**src/rtl/mem_port_arbiter_if.sv**
```systemverilog
// mem_port_arbiter_if
//   Bundles the three ports around the arbiter: the instruction-fetch
//   requester (i_*), the data requester (d_*) and the shared memory port (m_*).
//   modport slave  : the arbiter's view (requests in, grants/responses out,
//                    drives the shared memory port, receives m_rdata/m_ready).
//   modport master : the environment's view (requesters plus memory model).
interface mem_port_arbiter_if;
  // instruction fetch port
  logic        i_req;
  logic [63:0] i_addr;
  logic        i_gnt;
  logic        i_valid;
  logic [31:0] i_rdata;
  // data port
  logic        d_req;
  logic        d_we;
  logic [63:0] d_addr;
  logic [63:0] d_wdata;
  logic        d_gnt;
  logic        d_valid;
  logic [63:0] d_rdata;
  // shared memory port
  logic        m_req;
  logic        m_we;
  logic [63:0] m_addr;
  logic [63:0] m_wdata;
  logic [63:0] m_rdata;
  logic        m_ready;

  modport slave (
    input  i_req, i_addr, d_req, d_we, d_addr, d_wdata, m_rdata, m_ready,
    output i_gnt, i_valid, i_rdata, d_gnt, d_valid, d_rdata,
           m_req, m_we, m_addr, m_wdata
  );

  modport master (
    output i_req, i_addr, d_req, d_we, d_addr, d_wdata, m_rdata, m_ready,
    input  i_gnt, i_valid, i_rdata, d_gnt, d_valid, d_rdata,
           m_req, m_we, m_addr, m_wdata
  );
endinterface

```
**src/rtl/mem_port_arbiter.sv**
```systemverilog
// mem_port_arbiter
//   Shares one 64-bit memory port between an instruction-fetch requester and
//   a data requester. One transaction is outstanding at a time. Data requests
//   win ties, except when the fetch side has watched STARVE_LIMIT consecutive
//   data grants while waiting; then the fetch wins.
// Ports:
//   clk  : single clock, rising edge
//   rst  : synchronous, active-high reset
//   bus  : mem_port_arbiter_if.slave (fetch, data and shared memory ports)
module mem_port_arbiter #(
  parameter int unsigned STARVE_LIMIT = 4  // 1..15
) (
  input logic               clk,
  input logic               rst,
  mem_port_arbiter_if.slave bus
);

  localparam logic [3:0] LIMIT = 4'(STARVE_LIMIT);

  typedef enum logic [1:0] {
    IDLE    = 2'd0,
    SERVE_I = 2'd1,
    SERVE_D = 2'd2
  } state_t;

  state_t      state_reg, state_next;
  logic [3:0]  starve_reg, starve_next;
  logic [63:0] addr_reg, addr_next;
  logic [63:0] wdata_reg, wdata_next;
  logic        we_reg, we_next;

  logic        i_valid_reg, d_valid_reg;
  logic [31:0] i_rdata_reg;
  logic [63:0] d_rdata_reg;

  logic        i_gnt, d_gnt;
  logic        starved;

  // 32-bit lanes of the returned memory word; a fetch picks one by addr bit 2.
  logic [31:0] fetch_lane [2];

  genvar gi;
  generate
    for (gi = 0; gi < 2; gi++) begin : g_lane
      assign fetch_lane[gi] = bus.m_rdata[gi*32 +: 32];
    end
  endgenerate

  // Next-state, arbitration and latch updates.
  always_comb begin
    state_next  = state_reg;
    starve_next = starve_reg;
    addr_next   = addr_reg;
    we_next     = we_reg;
    wdata_next  = wdata_reg;
    i_gnt       = 1'b0;
    d_gnt       = 1'b0;
    starved     = (starve_reg == LIMIT);

    case (state_reg)
      IDLE: begin
        // Grants are suppressed while reset is held so nothing is accepted
        // into a transaction that the reset edge would discard anyway.
        if (!rst) begin
          if (bus.i_req && (!bus.d_req || starved)) begin
            i_gnt = 1'b1;
          end else if (bus.d_req) begin
            d_gnt = 1'b1;
          end
        end

        if (i_gnt) begin
          state_next  = SERVE_I;
          addr_next   = bus.i_addr;
          we_next     = 1'b0;
          wdata_next  = '0;
          starve_next = '0;
        end else if (d_gnt) begin
          state_next = SERVE_D;
          addr_next  = bus.d_addr;
          we_next    = bus.d_we;
          wdata_next = bus.d_wdata;
          // Only data grants that overtake a waiting fetch count as starvation.
          if (bus.i_req && (starve_reg < LIMIT)) begin
            starve_next = starve_reg + 4'd1;
          end
        end
      end

      SERVE_I, SERVE_D: begin
        if (bus.m_ready) begin
          state_next = IDLE;
        end
      end

      default: state_next = IDLE;
    endcase
  end

  always_ff @(posedge clk) begin
    if (rst) begin
      state_reg   <= IDLE;
      starve_reg  <= '0;
      addr_reg    <= '0;
      we_reg      <= 1'b0;
      wdata_reg   <= '0;
      i_valid_reg <= 1'b0;
      d_valid_reg <= 1'b0;
      i_rdata_reg <= '0;
      d_rdata_reg <= '0;
    end else begin
      state_reg   <= state_next;
      starve_reg  <= starve_next;
      addr_reg    <= addr_next;
      we_reg      <= we_next;
      wdata_reg   <= wdata_next;
      i_valid_reg <= (state_reg == SERVE_I) && bus.m_ready;
      d_valid_reg <= (state_reg == SERVE_D) && bus.m_ready;
      if ((state_reg == SERVE_I) && bus.m_ready) begin
        i_rdata_reg <= fetch_lane[addr_reg[2]];
      end
      // Store completions leave the last load data in place.
      if ((state_reg == SERVE_D) && bus.m_ready && !we_reg) begin
        d_rdata_reg <= bus.m_rdata;
      end
    end
  end

  // Control outputs are forced low during reset, even in the cycle where
  // the state register still shows an abandoned transaction.
  assign bus.i_gnt   = i_gnt;
  assign bus.d_gnt   = d_gnt;
  assign bus.i_valid = i_valid_reg && !rst;
  assign bus.d_valid = d_valid_reg && !rst;
  assign bus.i_rdata = i_rdata_reg;
  assign bus.d_rdata = d_rdata_reg;
  assign bus.m_req   = (state_reg != IDLE) && !rst;
  assign bus.m_we    = (state_reg == SERVE_D) && we_reg && !rst;
  assign bus.m_addr  = addr_reg;
  assign bus.m_wdata = wdata_reg;

endmodule

```
**src/flat_wrapper.sv**
```systemverilog
// flat-port wrapper written by rule: the top's interface ports become plain ports
module mem_port_arbiter_flat 
#(
  parameter int unsigned STARVE_LIMIT = 4          
)
  (clk, rst, bus_i_req, bus_i_addr, bus_d_req, bus_d_we, bus_d_addr, bus_d_wdata, bus_m_rdata, bus_m_ready, bus_i_gnt, bus_i_valid, bus_i_rdata, bus_d_gnt, bus_d_valid, bus_d_rdata, bus_m_req, bus_m_we, bus_m_addr, bus_m_wdata);
  mem_port_arbiter_if bus_i ();
  input logic clk;
  input logic rst;
  input wire logic [$bits(bus_i.i_req)-1:0] bus_i_req;
  input wire logic [$bits(bus_i.i_addr)-1:0] bus_i_addr;
  input wire logic [$bits(bus_i.d_req)-1:0] bus_d_req;
  input wire logic [$bits(bus_i.d_we)-1:0] bus_d_we;
  input wire logic [$bits(bus_i.d_addr)-1:0] bus_d_addr;
  input wire logic [$bits(bus_i.d_wdata)-1:0] bus_d_wdata;
  input wire logic [$bits(bus_i.m_rdata)-1:0] bus_m_rdata;
  input wire logic [$bits(bus_i.m_ready)-1:0] bus_m_ready;
  output wire logic [$bits(bus_i.i_gnt)-1:0] bus_i_gnt;
  output wire logic [$bits(bus_i.i_valid)-1:0] bus_i_valid;
  output wire logic [$bits(bus_i.i_rdata)-1:0] bus_i_rdata;
  output wire logic [$bits(bus_i.d_gnt)-1:0] bus_d_gnt;
  output wire logic [$bits(bus_i.d_valid)-1:0] bus_d_valid;
  output wire logic [$bits(bus_i.d_rdata)-1:0] bus_d_rdata;
  output wire logic [$bits(bus_i.m_req)-1:0] bus_m_req;
  output wire logic [$bits(bus_i.m_we)-1:0] bus_m_we;
  output wire logic [$bits(bus_i.m_addr)-1:0] bus_m_addr;
  output wire logic [$bits(bus_i.m_wdata)-1:0] bus_m_wdata;
  assign bus_i.i_req = bus_i_req;
  assign bus_i.i_addr = bus_i_addr;
  assign bus_i.d_req = bus_d_req;
  assign bus_i.d_we = bus_d_we;
  assign bus_i.d_addr = bus_d_addr;
  assign bus_i.d_wdata = bus_d_wdata;
  assign bus_i.m_rdata = bus_m_rdata;
  assign bus_i.m_ready = bus_m_ready;
  assign bus_i_gnt = bus_i.i_gnt;
  assign bus_i_valid = bus_i.i_valid;
  assign bus_i_rdata = bus_i.i_rdata;
  assign bus_d_gnt = bus_i.d_gnt;
  assign bus_d_valid = bus_i.d_valid;
  assign bus_d_rdata = bus_i.d_rdata;
  assign bus_m_req = bus_i.m_req;
  assign bus_m_we = bus_i.m_we;
  assign bus_m_addr = bus_i.m_addr;
  assign bus_m_wdata = bus_i.m_wdata;
  mem_port_arbiter #(.STARVE_LIMIT(STARVE_LIMIT)) u_core (.clk(clk), .rst(rst), .bus(bus_i));
endmodule
```
**config.mk**
```make
export PLATFORM = sky130hd
export DESIGN_NAME = mem_port_arbiter_flat
export DESIGN_NICKNAME = d
export VERILOG_FILES = /design/src/rtl/mem_port_arbiter_if.sv /design/src/rtl/mem_port_arbiter.sv /design/src/flat_wrapper.sv
export SDC_FILE = /design/constraint.sdc
export NUM_CORES = 1
export LEC_CHECK = 0
export CAP_MARGIN = 20
export CORE_AREA = 3 3 189 191
export CTS_CLUSTER_SIZE = 20
export DETAILED_ROUTE_END_ITERATION = 10
export DIE_AREA = 0 0 192 194
export GPL_ROUTABILITY_DRIVEN = 0
export PLACE_DENSITY = 0.54
export SETUP_SLACK_MARGIN = 0.02
export SLEW_MARGIN = 0
export SYNTH_ARGS = -nofsm -noshare
export SYNTH_HDL_FRONTEND = slang
export SYNTH_SLANG_ARGS = --single-unit
```
**constraint.sdc**
```tcl
create_clock -name clk -period 2 [get_ports clk]
set_input_delay 0.4 -clock clk [delete_from_list [all_inputs] [get_ports clk]]
set_output_delay 0.4 -clock clk [all_outputs]
set_load 0.02 [all_outputs]
```
# Word-level counts from Yosys, hierarchy flattened
# Cells that the tools add are included.
# totals
reg_bits	233
word_cells	65
inputBits	262
out_inout_bits	230
# op_classes
order_cmp	2
n_reduce_logical	22
bitwise_logic	1
eq_ne	5
add_sub_neg	1
mux	25
# op_table
operator	n
64-bit 2-to-1 mux	4
32-bit 2-to-1 mux	3
4-bit 2-to-1 mux	3
1-bit 2-to-1 mux	11
1-bit logical AND	10
2-bit 2-to-1 mux	3
2-bit nonzero test	3
4-bit by 1-bit adder with 4-bit output (second input constant)	1
4-bit by 3-bit == test with 1-bit output (second input constant)	1
4-bit by 3-bit less-than comparator with 1-bit output (second input constant)	1
2-bit case mux with 2 select lines	1
2-bit AND reduction	2
1-bit logical NOT	3
3-bit by 1-bit inequality test with 1-bit output (second input constant)	1
3-bit AND reduction	1
2-bit by 1-bit == test with 1-bit output (second input constant)	1
2-bit == test (second input constant)	1
2-bit >= comparator (second input constant)	1
2-bit logical NOT	1
2-bit inequality test (second input constant)	1
1-bit NOT with 2-bit output	1
2-bit OR reduction	1
1-bit logical OR	1

# Longest topological paths before layout
# depth
depth_word	9
mapped_depth	8
mapped_depth_nobuf	6

# Worst setup path after synthesis
# No wires, ideal clock.
# synth_timing
kind	register -> output
start	register u_core.state_reg[0]
end	output bus_i_gnt
n_path_buf	2
path_stages_with_launch	8
t_arrival_ps	1543
t_required_ps	1600
slack_ps	57
cell_sequence	dfxtp_1 inv_1 ha_1 nand2_1 a21o_2 buf_2 buf_2 nor2_1
# synth_between
elab_chain_len	2
# synth_lines
item	line_no	rtl
from (decl)	mem_port_arbiter.sv:26	state_t state_reg, state_next;
from (signal assigned)	mem_port_arbiter.sv:112	state_reg <= state_next;
2-bit logical NOT	mem_port_arbiter.sv:60	case (state_reg)
1-bit 2-to-1 mux	mem_port_arbiter.sv:60	
to (decl)	flat_wrapper.sv:18	output wire logic [$bits(bus_i.i_gnt)-1:0] bus_i_gnt;
# No other way between the ends.

# Final worst setup path
# layout_timing
start	register u_core.starve_reg[0]
end	output bus_i_gnt
# layout_between
elab_chain_len	7
# layout_lines
item	line_no	rtl
from (decl)	mem_port_arbiter.sv:27	logic [3:0] starve_reg, starve_next;
from (signal assigned)	mem_port_arbiter.sv:113	starve_reg <= starve_next;
4-bit by 3-bit == test with 1-bit output	mem_port_arbiter.sv:58	starved = (starve_reg == LIMIT);
1-bit logical OR	mem_port_arbiter.sv:65	if (bus.i_req && (!bus.d_req || starved)) begin
1-bit logical AND	mem_port_arbiter.sv:65	
1-bit 2-to-1 mux	mem_port_arbiter.sv:65	
1-bit 2-to-1 mux	mem_port_arbiter.sv:64	if (!rst) begin
1-bit 2-to-1 mux (2 in series)	mem_port_arbiter.sv:60	
# No other way between the ends. The select of a mux whose other input is x is not followed.

==> metrics.txt <==
Slew headroom=between 50% and 60%; arrival time of the worst setup path=1.70 ns; Req. time, crit path=roughly 1.6 ns; Leak=6.13 nW; RSZ-0062 raised after global routing=yes; remaining global-route overflow=0; largest net degree at the start of global routing=108; clock latency on the worst-skew pair=roughly 0.54 ns; met2 Use GR=approximately 31%; CP startpoint kind=flop; row cnt=68; syn_nets=1178; failing checks=negative setup slack; Initial Utilization=between 20% and 30%; Syn. warnings=0; fill count=roughly 3300; layout cell share with drive strength beyond 1=~12%; Detailed Place HPWL=around 25 mm; synthesis-stage register bit count=between 200 and 250; syn_area_per_cell=between 9 and 10 sq um; Core ar.=0.0343 sq mm; CTS tree=yes; Buffers on Ports=just under 500; GR Util met3=under 10%; count leader, synth=dfxtp_1; Setup crit end kind=output pin; Final ANT Viol Nets=0; top cells by count, synth=dfxtp_1 (233), nand2_1 (132), nor2_1 (105); Pwr Total=13.1 mW; pin slew with the least headroom to its limit=between 0.6 and 0.7 ns; post-layout min period=around 2.1 ns; first-pass GRT wire length=about 52 mm; Synth cell types=35; final slew viol count=0; Hold Fails Final Rpt=0; post-synth top area share=between 50% and 60%; period utilisation layout=105%; number of DRC markers in iteration 0=260; dpl ws=-0.273 ns; min setup slack post-route=-0.0984 ns; IO Pins=around 500; Synth Cell Area=about 0.009 sq mm; CTS Buffer Depth=3; vias in the first global route=just under 9000; Post-synth EDFFs=0; First-pass DRT Iterations=4; Die Ht=194 microns; synthesized instance count=slightly above 900; setup TNS=-0.157 ns; Root Buffer=clkbuf_16; Die ar.=between 0.03 and 0.04 sq mm; status=complete, but fails checks; total wire length=34.9 mm; antenna violations before repair=2; final net count=~1700; hold crit path type=input port to flop; H-tree depth=1; Total GRT Usage=~18%; pwr/cell area=~850 mW/mm^2; die width=192 microns; prevailing post-synth register cell=dfxtp_1; maximum vdd drop=0.573 mV; cts bufs inserted=28; wire per inst=18.6 microns; CTS clock-pin slew for the worst setup and hold paths=0.05 ns; Final setup viols=2; Post-synth ARST share=0%; P&R area growth vs syn=75.4%; register area share after synthesis=between 50% and 60%; Clock Skew=about 0.018 ns; busiest grt layer=met2; critical path fanouts, max=2; worst hold slack=between 0.2 and 0.3 ns; number of max-cap violations=0; FF+latch area=0.00467 sq mm; area of the multi-input gates=~0.0037 sq mm; met1 Usage GRT=roughly 21%; vias post-DR=roughly 8500; Util after Layout=44.9%; CTS sink cnt=~230; top cells by area, synth=dfxtp_1 (53%), nor3_2 (6.8%), a22o_1 (6.5%); Max Freq=477 MHz; residual DRC count=0; CP Class=flop to output pin; area leader, netlist=dfxtp_1; Via density=around 4.5
==> final timing paths <==
path                                       from                            endpoint  slack, ns  depth (start not counted)
max           u_core.starve_reg[0]$_SDFFE_PP0P_                           bus_i_gnt       -0.1                          7
min                                         rst   u_core.starve_reg[1]$_SDFFE_PP0P_       0.28                          3
max reg2reg   u_core.starve_reg[0]$_SDFFE_PP0P_  u_core.bus.m_addr[51]$_SDFFE_PP0P_       0.24                         10
min reg2reg  u_core.bus.d_rdata[1]$_SDFFE_PP0P_  u_core.bus.d_rdata[1]$_SDFFE_PP0P_       0.45                          2
==> cells in the final DEF, fill, tap and decap left out, types with 2 or more instances in the layout <==
| cell type | n |
|---|---|
| dlygate4sd2_1 | 14 |
| a21oi_1 | 68 |
| nor3_1 | 5 |
| clkinv_2 | 3 |
| ha_1 | 2 |
| ha_4 | 3 |
| nor2_1 | 100 |
| dlymetal6s2s_1 | 31 |
| clkinvlp_4 | 2 |
| clkdlybuf4s50_1 | 441 |
| nor2b_1 | 3 |
| diode_2 | 2 |
| inv_2 | 4 |
| clkbuf_1 | 7 |
| inv_1 | 3 |
| nand2_1 | 131 |
| a211oi_1 | 34 |
| nor3_2 | 60 |
| buf_4 | 28 |
| o21ai_0 | 3 |
| o22ai_1 | 64 |
| clkbuf_16 | 28 |
| a22o_1 | 65 |
| buf_12 | 14 |
| buf_6 | 8 |
| clkbuf_8 | 6 |
| dfxtp_2 | 4 |
| mux2i_1 | 32 |
| nand2b_1 | 2 |
| nor2_4 | 5 |
| and3b_1 | 2 |
| dfxtp_1 | 229 |
==> layer usage <==
| layer | vias to the layer above | wire, microns | part of all wire [%] |
|---|---|---|---|
| met5 | - | 0 | 0 |
| li1 | 4197 | - | - |
| met3 | 54 | 3590 | 10 |
| met4 | 0 | 845 | 2.4 |
| met2 | 314 | 17000 | 49 |
| met1 | 3905 | 13500 | 39 |
==> layout make-up <==
cell class                 instances  share of cell area [%]
inverter                           7                   0.171
multi-input combinational        593                    24.3
tap                              455                    3.69
clock inverter                     7                   0.495
sequential                       233                    30.3
antenna                            2                  0.0325
timing repair buffer             536                    35.7
clock buffer                      41                    5.25
==> where the power goes <==
| part | total [mW] | internal [mW] | switching, mW |
|---|---|---|---|
| Clock | 4.90 | 2.91 | 1.99 |
| Combinational | 2.99 | 1.53 | 1.46 |
| Sequential | 5.16 | 4.98 | 0.173 |
| Total | 13.1 | 9.43 | 3.62 |
==> cell families after synthesis <==
group	count (synthesis)	share of synthesized area, %
AOI/OAI and AO/OA	240	18.7
DFF	233	53.1
buffers and inverters	85	5.33
muxes	32	3.65
adders and majority gates	5	0.712
and+or+nand+nor	316	18.5
==> critical path, stage by stage (launching register included) <==
cell and delay, ns:
dfxtp_2 0.32, inv_2 0.06, ha_4 0.14, nand3b_4 0.08
buf_6 0.12, a21o_4 0.21, nor2_4 0.08, buf_6 0.13
==> timing repair <==
item / in CTS / in global routing
hold buffers: 0 / 0
cloned: 0 / 0
gates resized for setup: 44 / 42
pin swaps: 5 / 2
endpoints found under the setup margin: 18 / 35
buffers inserted: 3 / 7
endpoints found under the hold margin: 0 / 0
==> through the flow <==
step	std cells	cell area, sq um
finish	1874	15400
detailed placement	1814	14300
CTS	1865	15200
global placement	1814	14300
global route	1874	15400
floorplan	911	8790
Note: power is estimated with default switching activity, not from simulation.
